## config.mk

```make
export PLATFORM = sky130hd
export DESIGN_NAME = nes_pad_reader
export DESIGN_NICKNAME = d
export VERILOG_FILES = /design/src/rtl/nes_pad_reader.sv
export SDC_FILE = /design/constraint.sdc
export NUM_CORES = 1
export LEC_CHECK = 0
export CAP_MARGIN = 10
export CORE_MARGIN = 2
export CORE_UTILIZATION = 55
export DETAILED_ROUTE_END_ITERATION = 8
export GPL_TIMING_DRIVEN = 0
export PLACE_DENSITY = 0.77
export SYNTH_ARGS = -nofsm -noshare
export SYNTH_HDL_FRONTEND = slang
export SYNTH_SLANG_ARGS = --single-unit
```

## constraint.sdc

```tcl
create_clock -name clk -period 1.7 [get_ports clk]
set_input_delay 0.17 -clock clk [delete_from_list [all_inputs] [get_ports clk]]
set_output_delay 0.17 -clock clk [all_outputs]
set_load 0.01 [all_outputs]
```

## src/rtl/nes_pad_reader.sv

```systemverilog
// NES-style gamepad reader: on a poll strobe it latches the pad's 4021, clocks out
// eight serial bits and publishes an active-high button byte with a one-cycle valid pulse.
module nes_pad_reader #(
  parameter int HALF = 150
) (
  input  logic       clk,
  input  logic       rst,
  input  logic       start,
  input  logic       pad_data,
  output logic       pad_latch,
  output logic       pad_clk,
  output logic [7:0] buttons,
  output logic       valid,
  output logic       busy
);

  // Handshake: start is a one-cycle request accepted only in IDLE (dropped otherwise,
  // never queued); busy is high from the cycle after acceptance through DONE; valid
  // pulses for exactly one cycle, in DONE, with buttons already holding the new byte.

  localparam int CW = $clog2(2 * HALF);
  localparam logic [CW-1:0] LAST_LATCH = CW'(2 * HALF - 1);
  localparam logic [CW-1:0] LAST_HALF  = CW'(HALF - 1);

  typedef enum logic [2:0] {
    IDLE  = 3'd0,
    LATCH = 3'd1,
    LOW   = 3'd2,
    HIGH  = 3'd3,
    DONE  = 3'd4
  } state_t;

  state_t          state, state_next;
  logic [CW-1:0]   cnt, cnt_next;
  logic [2:0]      idx, idx_next;
  logic [7:0]      shift, shift_next;
  logic            sync1, sync2;

  always_ff @(posedge clk) begin
    if (rst) begin
      sync1 <= 1'b0;
      sync2 <= 1'b0;
    end else begin
      sync1 <= pad_data;
      sync2 <= sync1;
    end
  end

  always_comb begin
    state_next = state;
    cnt_next   = cnt + CW'(1);
    idx_next   = idx;
    shift_next = shift;
    case (state)
      IDLE: begin
        cnt_next = '0;
        if (start) state_next = LATCH;
      end
      LATCH: begin
        if (cnt == LAST_LATCH) begin
          state_next = LOW;
          cnt_next   = '0;
          idx_next   = 3'd0;
        end
      end
      LOW: begin
        // Sample at the end of the low phase, long after the pad's last shift settled.
        if (cnt == LAST_HALF) begin
          cnt_next        = '0;
          shift_next[idx] = ~sync2;
          state_next      = (idx == 3'd7) ? DONE : HIGH;
        end
      end
      HIGH: begin
        if (cnt == LAST_HALF) begin
          cnt_next   = '0;
          idx_next   = idx + 3'd1;
          state_next = LOW;
        end
      end
      DONE: begin
        cnt_next   = '0;
        state_next = IDLE;
      end
      default: begin
        cnt_next   = '0;
        state_next = IDLE;
      end
    endcase
  end

  // Outputs are registered from the next state so they line up with the state register.
  always_ff @(posedge clk) begin
    if (rst) begin
      state     <= IDLE;
      cnt       <= '0;
      idx       <= 3'd0;
      shift     <= 8'h00;
      pad_latch <= 1'b0;
      pad_clk   <= 1'b0;
      valid     <= 1'b0;
      busy      <= 1'b0;
      buttons   <= 8'h00;
    end else begin
      state     <= state_next;
      cnt       <= cnt_next;
      idx       <= idx_next;
      shift     <= shift_next;
      pad_latch <= (state_next == LATCH);
      pad_clk   <= (state_next == HIGH);
      valid     <= (state_next == DONE);
      busy      <= (state_next != IDLE);
      if (state_next == DONE) buttons <= shift_next;
    end
  end

endmodule

```

==> results.md, run 1 <==
* Kind of critical path: register to register
* Comb pwr share at 3.7%
* CTS Root Cell: clkbuf_4
* Status: complete, no violations
* Number of global-route vias before repair at 1,236
* Final WS setup at 0.138 ns
* RSZ-0062 raised after global routing: no
* Max-Slew Margin vs Limit at 70.7%
* Yosys cell types at 37
* N_diodes at 0
* Post-CTS Setup Bufs at 0
* Crit path time final at 1.56 ns
* Via density at 5.84
* Initial antenna violation count at 0
* GR Overflow Total at 0
* Startpoint Class: register
* Total CTS buffers at 5
* Clk buf depth at 2
* Pleak at 0.000789 uW
* Crit path max fanout at 10
* Clock Latency Late Sink at 0.35 ns
* First-pass GRT wire length at 5510 um
* Crit path DAT at 1.84 ns
* WL/cell at 14.5 um
* Post-route cell area at 1970 um2
* Sequential share of power at 52.0%
* Reg clk slew, reported paths at 0.11 ns
* RD Place Congestion at 0.767
* Worst path required time at 1.98 ns
* DRT antenna net count at 0
* Clock sinks at 37
* GRT Resource Usage Total at 20.9%
* Pin count of the biggest net entering global routing at 13
* Post-place setup slack at 0.0428 ns
* Critical path capture point type: register
* DR pass1 iterations at 4
* Final period util at 91.9%
* # H-tree levels at 2
* Max-slew violations at 0
* Worst Tran Pin Value at 0.438 ns
* Syn_area_per_cell at 10.2 um2
* Switching power at 331 uW
* Final core utilization at 69.7%
* Fraction of layout cells with a size suffix above 1 at 16.1%
* Area growth syn-to-layout at 18.1%
* I/O pin total at 16
* Design Power at 1690 uW
* Setup TNS at 0 ns
* Cell Pwr Density at 857 nW/um2
* Nets@finish at 193
* Yosys reg bits at 37
* Switching Share at 19.6%
* First-iteration detailed-routing DRC count at 42
* Initial Utilization at 59.0%
* Hold crit path type: primary input to register
* Fill count at 222
* Die area at 3490 um2
* HPWL Detailed at 2230 um
* Final setup violation count at 0
* Post-Syn Area at 1670 um2
* Post-synthesis sequential area ratio at 44.4%
* Vias post-DR at 1,267
* Core Footprint at 2830 um2
* Fin. Hold Viols at 0
* Syn nets at 172
* Height of the die at 59.1 um
* Worst ir drop on vdd at 0.646 mV
* Port Buffers at 14
* Worst Skew at 0.0123 ns
* FMAX at 0.640 GHz
* Internal power at 1360 uW
* Post-Route WL at 3150 um
* CTS tree: done
* Post-route DRC at 0
* Horiz. Die Dim at 59.1 um
* Std-Cell Rows at 19
* Clock power frac at 44.4%
* Placed cell area at 1850 um2
* Post-Synthesis Cells at 164
* Ys Warns at 0
* Maxcap violations at 0
per-layer routing:
layer	up-vias	global-route usage [%]	wire length, um
met5	-	0	0
met3	5	5.02	147
met4	0	10.4	32
met1	596	28.1	1440
met2	36	31.3	1520
li1	630	-	-
flip-flops by register name (all words and copies together), names as in the netlist:
| name | cells |
|---|---|
| busy | 1 |
| buttons | 8 |
| cnt | 9 |
| idx | 3 |
| pad_clk | 1 |
| pad_latch | 1 |
| shift | 8 |
| state | 3 |
| sync1 | 1 |
| sync2 | 1 |
| valid | 1 |
path summary, 6_finish.rpt:
path	end	cells past startpoint	slack, ns	startpoint
setup / recovery	buttons[3]	5	0.14	idx[1]
hold / removal	sync1	2	0.20	rst
setup reg to reg	buttons[3]	5	0.14	idx[1]
hold reg to reg	sync2	1	0.45	sync1
cells by family (layout without fill, tap and decap cells):
| kind of cell | after synthesis | after routing | synth area share, % |
|---|---|---|---|
| adder cells (fa/ha/maj) | 4 | 4 | 3.00 |
| XOR/XNOR | 7 | 7 | 3.67 |
| buffers and inverters | 14 | 36 | 4.57 |
| AO/OA/AOI/OAI | 21 | 21 | 11.3 |
| flip-flops | 37 | 37 | 44.4 |
| multiplexers | 9 | 9 | 5.40 |
| AND/OR/NAND/NOR | 72 | 72 | 27.7 |
power by group through the flow:
stage	combinational, uW	sequential, uW	clock (uW)
detailed placement	61.2	898	0
floorplan	38.0	899	0
global route	67.6	879	792
CTS	62.2	878	763
finish	61.7	878	750
global placement	59.1	897	0
synthesized netlist by cell type (all sizes together):
library cell	n	share of area, %
xnor2	5	2.6
mux2i	9	5.4
dfxtp	37	44
nor3	2	0.60
nand4	9	3.4
nand3	12	3.6
nor2b	2	0.75
ha	4	3.0
xor2	2	1.0
o221ai	1	1.6
nor4b	2	2.8
and3	2	0.75
a21oi	6	2.2
nand3b	1	0.45
nor4bb	1	0.60
o31a	1	0.52
nor3b	5	2.8
buf	8	3.2
inv	4	0.90
o22ai	1	0.75
o2bb2ai	8	4.2
a21boi	3	1.6
nand2	3	0.67
nor2	23	5.2
o31ai	1	0.45
clkbuf	2	0.45
nand2b	1	0.38
and4b	2	1.2
nand4b	2	1.9
and3b	4	2.1
and2	1	0.38
repair_timing:
| action | in CTS | in global routing |
|---|---|---|
| gates cloned | 0 | 0 |
| resized for setup | 1 | 6 |
| endpoints found under the setup margin | 1 | 23 |
| hold buffers | 0 | 0 |
layout make-up:
class	count	area (um2)	share of cell area [%]
flip-flops and latches	37	744	37.8
multi-input cells	113	866	43.9
repair buffers	14	140	7.11
clock buffers	5	37.5	1.90
plain buffers	10	63.8	3.24
inverters	4	15.0	0.762
well taps	31	38.8	1.97
clock inverters	3	65.1	3.30
cell usage in the layout (no fill, tap or decap), types with 2 or more instances in the layout:
cell,n
nand2_1,3
dfxtp_1,34
clkbuf_4,6
a21oi_1,4
bufinv_16,2
o2bb2ai_1,8
mux2i_1,8
nor2_1,23
nor3b_2,2
and3b_1,4
nand4_1,9
clkbuf_1,2
dfxtp_2,3
a21boi_1,2
and3_1,2
nand3_1,12
xnor2_1,5
buf_4,6
inv_1,4
nor2b_1,2
ha_1,3
nor3_1,2
and4b_1,2
nor3b_1,3
clkdlybuf4s50_1,14
xor2_1,2
nor4b_4,2
metrics by stage:
stage	cells	hold WS [ns]
after global routing	217	0.206
after detailed placement	209	0.427
final	217	0.205
after CTS	217	0.198
after floorplan	164	0.288
after global placement	209	0.421
critical path, cell delays in order (launching register included):
cell and delay (ns):
dfxtp_2 0.39, ha_1 0.20, ha_1 0.25, and3_1 0.22, a21oi_4 0.28, o2bb2ai_1 0.16
No activity file was read; power rests on OpenSTA's default activity.
==> run 2, diff against run 1 <==
CELL_PAD_IN_SITES_DETAIL_PLACEMENT = 1   (was not set)
CELL_PAD_IN_SITES_GLOBAL_PLACEMENT = 2   (was not set)
CORE_UTILIZATION = 36   (was 55)
PLACE_DENSITY = 0.78   (was 0.77)
REMOVE_ABC_BUFFERS = 1   (was not set)
==> results.md, run 2 (same netlist as run 1, synthesis figures left out) <==
* Initial antenna violation count at 0 (unchanged)
* First-pass GRT wire length at 6270 um (+14%)
* Hold crit path type: primary input to register
* Post-place setup slack at -0.403 ns (-0.445 ns)
* Total CTS buffers at 5 (unchanged)
* Non-Filler Instances at 238 (+9.7%)
* RSZ-0062 raised after global routing: no
* # H-tree levels at 2 (unchanged)
* Biggest register: cnt
* Post-route DRC at 0 (unchanged)
* Port Buffers at 15 (+1)
* Most frequent cells in the layout: dfxtp_1 (30), nor2_1 (22), clkdlybuf4s50_1 (14)
* FF-to-FF path depth at 6 (+1)
* Clock sinks at 37 (unchanged)
* CTS Root Cell: clkbuf_8
* Horiz. Die Dim at 72.1 um (+22%)
* Clock Latency Late Sink at 0.29 ns (-0.06 ns)
* Clk buf depth at 2 (unchanged)
* Area growth syn-to-layout at 21.7%
* First-iteration detailed-routing DRC count at 74 (+76%)
* FMAX at 0.626 GHz (-2.3%)
* Worst path required time at 1.92 ns (-0.06 ns)
* Post-Route WL at 3840 um (+22%)
* Hold Path Depth at 2 (unchanged)
* Vias post-DR at 1,287 (+1.6%)
* Worst Skew at 0.00288 ns (-0.00940 ns)
* Worst ir drop on vdd at 0.443 mV (-31%)
* Fin. Hold Viols at 0 (unchanged)
* Post-route cell area at 2030 um2 (+3.0%)
* Worst Hold End: sync1
* Top Registers: cnt (9), buttons (8), shift (8)
* Max-slew violations at 0 (unchanged)
* Final core utilization at 46.0% (-24 points)
* Final period util at 94.0% (+2.2 points)
* DR pass1 iterations at 4 (unchanged)
* Placed cells at 221 (+5.7%)
* GRT Resource Usage Total at 15.5% (-5.4 points)
* Worst Tran Pin Value at 0.764 ns (+0.326 ns)
* Maxcap violations at 0 (unchanged)
* HPWL Detailed at 2460 um (+10%)
* Crit path DAT at 1.82 ns (-0.02 ns)
* CTS tree: done
* DRT antenna net count at 0 (unchanged)
* WL/cell at 16.1 um (+11%)
* Fill count at 491 (+120%)
* Via density at 5.41 (-7.4%)
* Most common cell after layout, fill and taps aside: dfxtp_1
* Number of global-route vias before repair at 1,307 (+5.7%)
* Reg-to-reg slack, setup at 0.10 ns (-0.04 ns)
* Std-Cell Rows at 24 (+5)
* Height of the die at 72.1 um (+22%)
* RD Place Congestion at 0.713 (-7.0%)
* Final WS setup at 0.101 ns (-0.0369 ns)
* Critical path capture point type: register
* Max reg flops at 9 (unchanged)
* Worst R2R End: buttons[0]
* Crit path max fanout at 10 (unchanged)
* I/O pin total at 16 (unchanged)
* Cell Pwr Density at 774 nW/um2 (-9.7%)
* Crit path time final at 1.60 ns (+0.0369 ns)
* Die area at 5200 um2 (+49%)
* Kind of critical path: register to register
* Core Footprint at 4410 um2 (+56%)
* Max-Slew Margin vs Limit at 49.0% (-22 points)
* Startpoint Class: register
* Nets@finish at 193 (unchanged)
* Pin count of the biggest net entering global routing at 18 (+5)
* Initial Utilization at 37.8% (-21 points)
* Placed cell area at 1820 um2 (-1.4%)
* N_diodes at 0 (unchanged)
* Hold path startpoint: pad_data
* Worst r2r src: cnt[1]
* Status: complete, no violations
* GR Overflow Total at 0 (unchanged)
* Pleak at 0.000793 uW (+0.48%)
* Hold buffer count at cts at 0 (unchanged)
* Setup TNS at 0 ns (unchanged)
* Fraction of layout cells with a size suffix above 1 at 20.4% (+4.3 points)
* Final setup violation count at 0 (unchanged)
* Reg clk slew, reported paths at 0.08 ns (-0.03 ns)
==> run 2: cell count changes in the layout (fill, tap and decap cells not counted), sizes merged <==
cell,previous run,this run
dlymetal6s2s,0,1
clkinvlp,0,3
clkbuf,8,5
buf,7,8
clkinv,1,0
bufinv,2,0
o221ai,1,2
==> run 2: worst max-delay path by stage <==
stage,start,slack [ns],end
after global placement,rst,-0.29,pad_clk
after global routing,cnt[1],0.03,buttons[3]
after floorplan,cnt[2],0.05,pad_clk
after CTS,rst,0.01,pad_clk
after detailed placement,rst,-0.40,pad_clk
final,cnt[1],0.10,buttons[0]
==> run 2: worst max-delay path, cell delays in order (launching register included) <==
cell	delay (ns)
dfxtp_2	0.37
inv_1	0.05
ha_1	0.17
and4b_4	0.25
and3_1	0.23
a21oi_4	0.29
o2bb2ai_1	0.16
==> run 2: through the flow <==
step / total power, uW / hold WS, ns
4_1_cts: 1590 / 0.448
6_report: 1570 / 0.444
3_5_place_dp: 959 / 0.439
3_3_place_gp: 956 / 0.422
2_1_floorplan: 929 / 0.239
5_1_grt: 1640 / 0.450
==> run 2: cell type report <==
class                   instances  area, um2  area share, %
multi-input cells             114        897           44.2
repair buffers                 23        213           10.5
well taps                      52       65.1           3.20
clock inverters                 3       22.5           1.11
inverters                       4       15.0          0.739
clock buffers                   5       68.8           3.39
flip-flops and latches         37        749           36.9
==> run 2: layer usage <==
metal / vias up / global-route usage, % / part of all wire, %
met1: 626 / 20.1 / 49
met5: - / 0 / 0
met4: 0 / 5.24 / 1.1
met3: 5 / 4.44 / 3.0
li1: 637 / - / -
met2: 19 / 24.7 / 47
==> run 2: timing repair <==
action,CTS,global route
pin swaps,0,3
buffers inserted,5,3
resized for setup,7,10
gates cloned,0,1
endpoints found under the setup margin,32,26
==> run 2: where the power goes <==
part	leakage [uW]	total [uW]	switching, uW	internal (uW)
Combinational	0.000454	59.7	32.3	27.4
Sequential	0.000303	885	10.4	875
Clock	0.0000364	627	339	287
Total	0.000793	1570	382	1190
==> run 3, diff against run 2 <==
CORE_MARGIN = not set   (was 2)
SETUP_SLACK_MARGIN = 0.4   (was not set)
==> results.md, run 3 (same netlist as run 1, synthesis figures left out) <==
* HPWL Detailed at 2410 um (-2.4%)
* Hold buffer count at cts at 0 (unchanged)
* Placed cells at 221 (unchanged)
* Core Footprint at 4410 um2 (unchanged)
* Hold crit path type: primary input to register
* Initial antenna violation count at 0 (unchanged)
* Vias post-DR at 1,342 (+4.3%)
* Kind of critical path: register to register
* DR pass1 iterations at 4 (unchanged)
* Reg-to-reg slack, setup at 0.14 ns (+0.04 ns)
* Worst R2R End: buttons[4]
* Design Power at 1530 uW (-2.7%)
* Post-route DRC at 0 (unchanged)
* Biggest register: cnt
* DRT antenna net count at 0 (unchanged)
* Clk buf depth at 2 (unchanged)
* Status: complete, no violations
* Maxcap violations at 0 (unchanged)
* Clock sinks at 37 (unchanged)
* RD Place Congestion at 0.743 (+4.2%)
* Std-Cell Rows at 24 (unchanged)
* Crit path max fanout at 8 (-2)
* Most frequent cells in the layout: dfxtp_1 (27), nor2_1 (22), buf_4 (16)
* Fin. Hold Viols at 0 (unchanged)
* Final setup violation count at 0 (unchanged)
* Fraction of layout cells with a size suffix above 1 at 32.2% (+12 points)
* N_diodes at 0 (unchanged)
* Horiz. Die Dim at 70.1 um (-2.8%)
* Reg clk slew, reported paths at 0.07 ns (about the same)
* Hold path startpoint: pad_data
* Max-slew violations at 0 (unchanged)
* Worst ir drop on vdd at 0.308 mV (-30%)
* Pin count of the biggest net entering global routing at 18 (unchanged)
* GR Overflow Total at 0 (unchanged)
* Worst path required time at 1.86 ns (-0.06 ns)
* Max-Slew Margin vs Limit at 50.3% (+1.3 points)
* Hold Path Depth at 2 (unchanged)
* RSZ-0062 raised after global routing: yes
* Crit path time final at 1.56 ns (-0.0431 ns)
* Top Registers: cnt (9), buttons (8), shift (8)
* Non-Filler Instances at 251 (+5.5%)
* Area growth syn-to-layout at 35.7%
* Final core utilization at 51.3% (+5.3 points)
* Final period util at 91.5% (-2.5 points)
* Critical path capture point type: register
* Worst r2r src: cnt[3]
* First-iteration detailed-routing DRC count at 78 (+5.4%)
* Post-Route WL at 3960 um (+3.1%)
* I/O pin total at 16 (unchanged)
* First-pass GRT wire length at 6820 um (+8.9%)
* Total CTS buffers at 5 (unchanged)
* GRT Resource Usage Total at 17.7% (+2.2 points)
* Height of the die at 70.1 um (-2.8%)
* Fill count at 467 (-4.9%)
* # H-tree levels at 2 (unchanged)
* Nets@finish at 206 (+6.7%)
* Die area at 4910 um2 (-5.5%)
* Pleak at 0.000969 uW (+22%)
* WL/cell at 15.8 um (-2.2%)
* Clock Latency Late Sink at 0.28 ns (about the same)
* Via density at 5.35 (-1.1%)
* Port Buffers at 15 (unchanged)
* Worst Skew at 0.00718 ns (+0.00430 ns)
* FF-to-FF path depth at 5 (-1)
* Most common cell after layout, fill and taps aside: dfxtp_1
* CTS Root Cell: clkbuf_8
* Worst Hold End: sync1
* Max reg flops at 9 (unchanged)
* Number of global-route vias before repair at 1,422 (+8.8%)
* Initial Utilization at 37.8% (unchanged)
* Startpoint Class: register
* CTS tree: done
* Cell Pwr Density at 675 nW/um2 (-13%)
* Worst Tran Pin Value at 0.746 ns (-0.0186 ns)
* Crit path DAT at 1.72 ns (-0.10 ns)
* FMAX at 0.643 GHz (+2.8%)
## run 3: layout make-up
cell class	instances	area (um2)	share of cell area, %
well taps	52	65.1	2.87
inverters	4	15.0	0.663
repair buffers	36	334	14.8
flip-flops and latches	37	766	33.8
multi-input cells	114	1000	44.4
clock buffers	8	80.1	3.54
## run 3: metal layers
layer | vias to the layer above | track usage [%] | routed length [um]
li1 | 660 | - | -
met1 | 655 | 22.3 | 1880
met2 | 22 | 29.6 | 1920
met3 | 5 | 4.18 | 126
met4 | 0 | 6.00 | 39
met5 | - | 0 | 0
## run 3: report_power, final
group	internal (uW)	switching, uW
clock	291	289
sequential	869	10.7
combinational	34.3	35.8
total	1190	335
## run 3: worst max path at each step
| stage | startpoint | endpoint | slack [ns] | cells after the start |
|---|---|---|---|---|
| floorplan | cnt[2] | pad_clk | 0.05 | 4 |
| global placement | rst | pad_clk | -0.29 | 5 |
| detailed placement | cnt[2] | buttons[0] | -0.35 | 4 |
| CTS | cnt[3] | buttons[1] | 0.16 | 5 |
| global route | cnt[3] | buttons[2] | 0.05 | 5 |
| finish | cnt[3] | buttons[4] | 0.14 | 5 |
## run 3: critical path: stages, from the launching register on
cell	delay (ns)
dfxtp_4	0.36
nor4b_4	0.40
buf_4	0.20
and3_4	0.21
a21oi_4	0.09
o2bb2ai_1	0.17
## run 3: what timing repair did
item / CTS / global route
cloned: 1 / 0
pin swaps: 33 / 5
buffers inserted: 18 / 3
setup endpoints to repair: 43 / 38
gates resized for setup: 53 / 7
## run 3: through the flow
step	area (um2)	hold WS [ns]	setup slack, ns	setup TNS (ns)
5_1_grt	2260	0.452	0.0452	0
3_3_place_gp	1820	0.422	-0.291	-6.46
4_1_cts	2220	0.436	0.161	0
6_report	2260	0.446	0.144	0
2_1_floorplan	1610	0.239	0.0502	0
3_5_place_dp	1820	0.439	-0.348	-8.53
